$ cat src/rtl/vote_tally_controller.sv
// Ballot controller: arms one vote per officer arm, writes the chosen
// candidate's tally through a 4x4-bit external memory, and zeroes it on clear.
module vote_tally_controller #(
  parameter int unsigned CNT_MAX = 15
) (
  input  logic        clk,
  input  logic        rst_n,
  input  logic        session_open,
  input  logic        arm,
  input  logic        clear,
  input  logic [3:0]  vote_btn,
  input  logic [15:0] mem_q,
  output logic [1:0]  mem_sel,
  output logic        mem_we,
  output logic [3:0]  mem_wdata,
  output logic        ready,
  output logic        busy,
  output logic        vote_ack,
  output logic        invalid,
  output logic        sat,
  output logic [5:0]  total_votes
);

  typedef enum logic [2:0] {
    IDLE,
    ARMED,
    WRITE,
    RELEASE,
    REJECT,
    CLEAR
  } state_e;

  localparam logic [3:0] LIM = 4'(CNT_MAX);
  localparam logic [5:0] TOT_MAX = 6'd63;

  state_e      state_q;
  logic [1:0]  mem_sel_q;
  logic        mem_we_q;
  logic [3:0]  mem_wdata_q;
  logic        ready_q;
  logic        busy_q;
  logic        vote_ack_q;
  logic        invalid_q;
  logic        sat_q;
  logic [5:0]  total_q;

  logic [2:0]  btn_cnt_d;
  logic [1:0]  btn_idx_d;
  logic [3:0]  tally_d;

  always_comb begin
    btn_cnt_d = 3'(vote_btn[0]) + 3'(vote_btn[1])
              + 3'(vote_btn[2]) + 3'(vote_btn[3]);
  end

  always_comb begin
    btn_idx_d = 2'd0;
    if (btn_cnt_d == 3'd1) begin
      unique case (1'b1)
        vote_btn[0]: btn_idx_d = 2'd0;
        vote_btn[1]: btn_idx_d = 2'd1;
        vote_btn[2]: btn_idx_d = 2'd2;
        vote_btn[3]: btn_idx_d = 2'd3;
      endcase
    end
  end

  assign tally_d = mem_q[{mem_sel_q, 2'b00} +: 4];

  // All outputs registered: the write pulse lands the cycle after WRITE
  // decides, so the tally is captured two edges after the press is seen.
  always_ff @(posedge clk or negedge rst_n) begin
    if (!rst_n) begin
      state_q     <= IDLE;
      mem_sel_q   <= 2'd0;
      mem_we_q    <= 1'b0;
      mem_wdata_q <= 4'd0;
      ready_q     <= 1'b0;
      busy_q      <= 1'b0;
      vote_ack_q  <= 1'b0;
      invalid_q   <= 1'b0;
      sat_q       <= 1'b0;
      total_q     <= 6'd0;
    end else begin
      mem_we_q    <= 1'b0;
      mem_wdata_q <= 4'd0;
      vote_ack_q  <= 1'b0;
      invalid_q   <= 1'b0;
      sat_q       <= 1'b0;
      unique case (state_q)
        IDLE: begin
          if (clear) begin
            state_q   <= CLEAR;
            mem_sel_q <= 2'd0;
            mem_we_q  <= 1'b1;
            total_q   <= 6'd0;
            busy_q    <= 1'b1;
          end else if (session_open && arm) begin
            state_q <= ARMED;
            ready_q <= 1'b1;
          end
        end
        ARMED: begin
          if (!session_open) begin
            state_q <= IDLE;
            ready_q <= 1'b0;
          end else if (btn_cnt_d == 3'd1) begin
            state_q   <= WRITE;
            mem_sel_q <= btn_idx_d;
            ready_q   <= 1'b0;
            busy_q    <= 1'b1;
          end else if (btn_cnt_d > 3'd1) begin
            state_q   <= REJECT;
            invalid_q <= 1'b1;
            ready_q   <= 1'b0;
            busy_q    <= 1'b1;
          end
        end
        WRITE: begin
          state_q <= RELEASE;
          busy_q  <= 1'b0;
          if (tally_d < LIM) begin
            mem_we_q    <= 1'b1;
            mem_wdata_q <= tally_d + 4'd1;
            vote_ack_q  <= 1'b1;
            if (total_q != TOT_MAX) total_q <= total_q + 6'd1;
          end else begin
            sat_q <= 1'b1;
          end
        end
        RELEASE: begin
          if (vote_btn == 4'd0) state_q <= IDLE;
        end
        REJECT: begin
          if (vote_btn == 4'd0) begin
            state_q <= ARMED;
            ready_q <= 1'b1;
            busy_q  <= 1'b0;
          end
        end
        CLEAR: begin
          if (mem_sel_q == 2'd3) begin
            state_q <= IDLE;
            busy_q  <= 1'b0;
          end else begin
            mem_sel_q <= mem_sel_q + 2'd1;
            mem_we_q  <= 1'b1;
          end
        end
        default: begin
          state_q <= IDLE;
          ready_q <= 1'b0;
          busy_q  <= 1'b0;
        end
      endcase
    end
  end

  assign mem_sel     = mem_sel_q;
  assign mem_we      = mem_we_q;
  assign mem_wdata   = mem_wdata_q;
  assign ready       = ready_q;
  assign busy        = busy_q;
  assign vote_ack    = vote_ack_q;
  assign invalid     = invalid_q;
  assign sat         = sat_q;
  assign total_votes = total_q;

endmodule

$ cat config.mk
export PLATFORM = sky130hd
export DESIGN_NAME = vote_tally_controller
export DESIGN_NICKNAME = d
export VERILOG_FILES = /design/src/rtl/vote_tally_controller.sv
export SDC_FILE = /design/constraint.sdc
export NUM_CORES = 1
export LEC_CHECK = 0
export BUFFER_PORTS_ARGS = -buffer_cell sky130_fd_sc_hd__buf_2
export CORE_UTILIZATION = 45
export DETAILED_ROUTE_END_ITERATION = 7
export GPL_TIMING_DRIVEN = 0
export PLACE_DENSITY = 0.71
export SYNTH_ARGS = -nofsm -noshare
export SYNTH_HDL_FRONTEND = slang
export SYNTH_SLANG_ARGS = --single-unit
$ cat constraint.sdc
create_clock -name clk -period 6.5 [get_ports clk]
set_input_delay 0 -clock clk [delete_from_list [all_inputs] [get_ports clk]]
set_output_delay 0 -clock clk [all_outputs]
set_load 0.01 [all_outputs]
Word-level counts from Yosys, hierarchy flattened

Index checks and enable logic that the tools add are counted.

$add $sub $neg: 6
Magnitude comparators: 2
Equal/unequal tests: 22
Shift operators: 1
Mux-type cells: 46
Bitwise logic cells: 2
Reductions and logical operators: 11

Operator list:

| cell                | number |
|---|---|
| $mux 3              | 8 |
| $mux 1              | 22 |
| $ne 2x2->1 const B  | 11 |
| $mux 6              | 3 |
| $pmux 3 s6          | 1 |
| $shiftx 16x5->4     | 1 |
| $reduce_and 5->1    | 3 |
| $pmux 6 s2          | 1 |
| $mux 2              | 4 |
| $mux 4              | 2 |
| $pmux 2 s4          | 1 |
| $add 6x1->6 const B | 1 |
| $eq 3x1->1 const B  | 2 |
| $eq 3x2->1 const B  | 2 |
| $eq 3x3->1 const B  | 2 |
| $ne 3x3->1 const B  | 2 |
| $ne 6x6->1 const B  | 1 |
| $pmux 2 s3          | 1 |
| $reduce_and 6->1    | 1 |
| $pmux 1 s5          | 1 |
| $add 4x1->4 const B | 1 |
| $logic_not 4->1     | 1 |
| $lt 4x4->1 const B  | 1 |
| $ne 4x4->1 const B  | 1 |
| 15 further kinds    | 16 |

Register bits after elaboration: 21
Bits of input ports: 25
Output and inout bits: 18

Longest topological paths before layout

Depth in word-level cells: 8
Gate-level depth with buffers: 10
Depth with buffers taken out: 10

Worst setup path after synthesis

No wires, ideal clock.

Path type: input to register
Start: input port vote_btn[0]
End: register busy_q (netlist: busy)
Library setup time: 0.065 ns
Arrival time: 2.201 ns
Data required time: 6.435 ns
Slack: 4.234 ns
Stages on the path: 10
Buffers on the path: 0
Cell sequence: inv_1 > fa_1 > inv_1 > ha_1 > inv_1 > ha_1 > or3b_2 > and3_1 > a2111oi_0 > a211o_1

Cells in the longest elaborated chain, start to end: 7

Ends and longest elaborated chain:

| item                                                | line | text |
|---|---|---|
| start, declared                                     | 11   | `input logic [3:0] vote_btn,` |
| branches (longest 7 deep; another with $add 2x1->3) | n/a  |  |
| end signal, assigned                                | 97   | `busy_q <= 1'b1;` |
| end signal, assigned                                | 111  | `busy_q <= 1'b1;` |
| end signal, assigned                                | 116  | `busy_q <= 1'b1;` |
| end, declared                                       | 41   | `logic busy_q;` |

Several ways; the timed one is not identified. The select of a mux whose other input is x is not followed.
A chain may end at the register's enable or synchronous reset.

Worst setup path after layout

Start: input port vote_btn[0]
End: register mem_sel_q[0] (netlist: mem_sel[0])

Cells in the longest elaborated chain, start to end: 6

Ends and longest elaborated chain:

| item                              | line    | text |
|---|---|---|
| $add 1x1->2                       | 52      | `btn_cnt_d = 3'(vote_btn[0]) + 3'(vote_btn[1])` |
| $add 2x1->3                       | 53      | `+ 3'(vote_btn[2]) + 3'(vote_btn[3]);` |
| $add 3x1->3                       | 53      |  |
| $eq 3x1->1                        | 58, 107 |  |
| $ne 2x2->1 (no source line)       | n/a     |  |
| $reduce_and 5->1 (no source line) | n/a     |  |
| end signal, assigned              | 109     | `mem_sel_q <= btn_idx_d;` |
| end signal, assigned              | 146     | `mem_sel_q <= mem_sel_q + 2'd1;` |
| end, declared                     | 37      | `logic [1:0] mem_sel_q;` |

Parallel ways exist; a longest one is shown, timed or not. The select of a mux whose other input is x is not followed.

==> metrics.yaml <==
status: "finished, final reports clean"
diodes: 0
cap_violations: 0
hold_class: "in -> reg"
cts_max_level: 1
stdcell_count: 233
cts_tree: "done"
critical_path_required_ns: 6.69
die_x_microns: 58.4
detail-route-antenna-nets: 0
via_count: 1318
fin_crit_sh_pct: 35.3
syn_nets: 176
die_y_microns: 58.4
grt_max_degree: 22
viasPerCell: 5.66
crit_top_cell: "inv_1"
core-area_sq_um: 3030
firstDrtPassIters: 4
slowest_delay_ns: 0.54
rsz0062_at_grt: "no"
drt_wl_total_microns: 3230
min_from: "session_open"
synth-edff-count: 0
worstReg2RegStart: "mem_sel[0]$_DFFE_PN0P_"
end_kind: "flip-flop"
start_util_pct: 47.3
antenna_found_initial: 0
synth_seq_area_share_pct: 36.7
drv_slew: 0
drtIter0Drc: 65
post_dp_cell_area_sq_um: 1700
peakVddDrop_uv: 170
arrival_ns: 2.49
place_inst: 228
switchingPower_w: 0.000208
nets: 224
clock_sinks: 21
track_usage_pct: 20.5
yosysUniqueCellTypes: 49
overflow: 0
synth_seq_cells: 21
startpoint: "vote_btn[0]"
row_count: 20
crit_buf_inv: 4
syn_area_sq_um: 1430
syn_area_per_cell_sq_um: 10.1
clk_pin_slew_ns: 0.12
final_area_sq_um: 1730
switching_share_pct: 40.0
clkLatencyLatePin_ns: 0.30
syn2layout_area_growth_pct: 21.1
gp_congestion: 0.845
drive_above_1_share_pct: 31.2
post-dp-hpwl_microns: 2530
io-pin-count: 43
tns_ns: 0
clock.fmax_mhz: 436
crit_slowest_cell: "fa_1"
nFillCells: 278
p_clk_share_pct: 12.0
path_delay_family: "adder cells"
clk_path_buf_depth: 2
synth_warnings: 0
critPathLaunchType: "input pin"
power_frac_seq_pct: 36.4
avgRoutedWirePerCell_microns: 13.9
async_reset_ff_share_pct: 100
numPortBuffers: 42
p_int_w: 0.000311
die_area_sq_um: 3410
worst_pin_slew_ns: 0.672
path_cells: "buf_2 > inv_1 > fa_1 > inv_1 > ha_1 > inv_1 > ha_1 > nor3b_1 > o32ai_1 > a2bb2oi_1 > mux2_2"
max_slew_margin_pct: 55.1
clock_tree.root_cell: "clkbuf_4"
numCtsBuffers: 3
cellPowerDensity_nw_per_um2: 299
grt_pass1_wl_microns: 5380
synth_flop_cell: "dfrtp_1"
postCtsResizedCells: 0
drt_drc_violations_left: 0
cp_max_fo: 4
syn_inst: 142
first_global_vias: 1221
hold_viol: 0
crit_type: "in -> reg"
post-route-min-period_ns: 2.30
total_leakage_power_nw: 0.841
fin_skew_ns: 0.00564
combPwrFrac_pct: 51.5
finalSetupViolCount: 0
rrSetupSlack_ns: 4.25
power by group through the flow:
stage | Combinational, W | Sequential (W) | Clock (W)
floorplan | 0.000187 | 0.000196 | 0
global placement | 0.000261 | 0.000188 | 0
detailed placement | 0.000268 | 0.000191 | 0
CTS | 0.000269 | 0.000188 | 0.0000665
global route | 0.000298 | 0.000193 | 0.0000698
finish | 0.000267 | 0.000189 | 0.0000624
stage by stage:
step | worst slack [ns] | util [%] | hold slack, ns | power [W]
after floorplan | 4.23 | - | -0.296 | 0.000383
after global placement | 3.96 | 56.0 | -0.0216 | 0.000449
after detailed placement | 3.89 | 56.0 | -0.0139 | 0.000459
after CTS | 4.21 | 57.2 | 0.0272 | 0.000523
after global routing | 4.06 | 57.2 | 0.0656 | 0.000561
final | 4.20 | 57.2 | 0.0436 | 0.000519
cell families (layout without fill, tap and decap cells):
logic type / Yosys count / in the layout / synth area share, %
muxes: 7 / 7 / 9.44
xor gates and xnor gates: 1 / 1 / 0.612
buffers and inverters: 16 / 63 / 5.24
DFF: 21 / 21 / 36.7
AOI/OAI and AO/OA: 33 / 33 / 16.8
and+or+nand+nor: 55 / 55 / 22.8
adders and majority gates: 9 / 9 / 8.39
state kept, by name (all words and copies together), names as in the netlist:
name	flops
busy	1
invalid	1
mem_sel	2
mem_wdata	4
mem_we	1
ready	1
sat	1
state_q	3
total_votes	6
vote_ack	1
layout make-up:
| type | instances | area, sq um | share of cell area [%] |
|---|---|---|---|
| timing repair buffer | 43 | 220 | 12.7 |
| buffer | 7 | 41.3 | 2.38 |
| clock buffer | 4 | 26.3 | 1.52 |
| tap | 44 | 55.1 | 3.18 |
| sequential | 21 | 526 | 30.3 |
| multi-input combinational | 105 | 831 | 47.9 |
| inverter | 9 | 33.8 | 1.95 |
metal layers:
layer / GRT usage, % / routed length (microns) / vias to the layer above
met5: 0 / 0 / -
met4: 11.6 / 72 / 0
met3: 1.32 / 113 / 7
met2: 35.8 / 1740 / 46
met1: 25.2 / 1300 / 635
li1: - / - / 630
worst paths after layout:
path,end,depth (start not counted)
worst max-delay path,mem_sel[0]$_DFFE_PN0P_,11
worst min-delay path,invalid$_DFF_PN0_,3
worst max register to register,total_votes[0]$_DFFE_PN0P_,6
worst min register to register,ready$_DFFE_PN0P_,2
max in group asynchronous,state_q[1]$_DFFE_PN0P_,2
min in group asynchronous,total_votes[0]$_DFFE_PN0P_,2
Yosys cell counts, types with 3 or more instances:
cell type	n	area, sq um
clkbuf_1	4	15.0
nand2_1	8	30.0
nor2_1	7	26.3
nand2b_1	3	18.8
nand3_1	6	30.0
o21ai_0	5	25.0
inv_1	9	33.8
dfrtp_1	21	526
a21oi_1	7	35.0
nor3_1	6	30.0
or3_1	3	18.8
nor3b_1	4	30.0
a211oi_1	3	22.5
or3b_2	3	26.3
ha_1	8	100
what timing repair did:
| item | 4_1_cts | 5_1_grt |
|---|---|---|
| setup buffers | 0 | 0 |
| hold buffers | 1 | 0 |
| hold endpoints to repair | 21 | 0 |
worst min-delay path: cells and delay by family:
kind,cells,cell delay (ns)
and+or+nand+nor,2,0.18
buffers and inverters,1,0.13
layout by cell type, fill, tap and decap left out, types with 3 or more instances in the layout:
| master | synthesis | final |
|---|---|---|
| buf_2 | 0 | 42 |
| dfrtp_1 | 21 | 21 |
| inv_1 | 9 | 9 |
| nand2_1 | 8 | 8 |
| ha_1 | 8 | 8 |
| nor2_1 | 7 | 7 |
| a21oi_1 | 7 | 7 |
| nand3_1 | 6 | 6 |
| nor3_1 | 6 | 6 |
| clkbuf_1 | 4 | 5 |
| o21ai_0 | 5 | 5 |
| nor3b_1 | 4 | 4 |
| or3b_2 | 3 | 3 |
| a211oi_1 | 3 | 3 |
| or3_1 | 3 | 3 |
| nand2b_1 | 3 | 3 |
| clkbuf_4 | 0 | 3 |
Note: power is estimated with default switching activity, not from simulation.
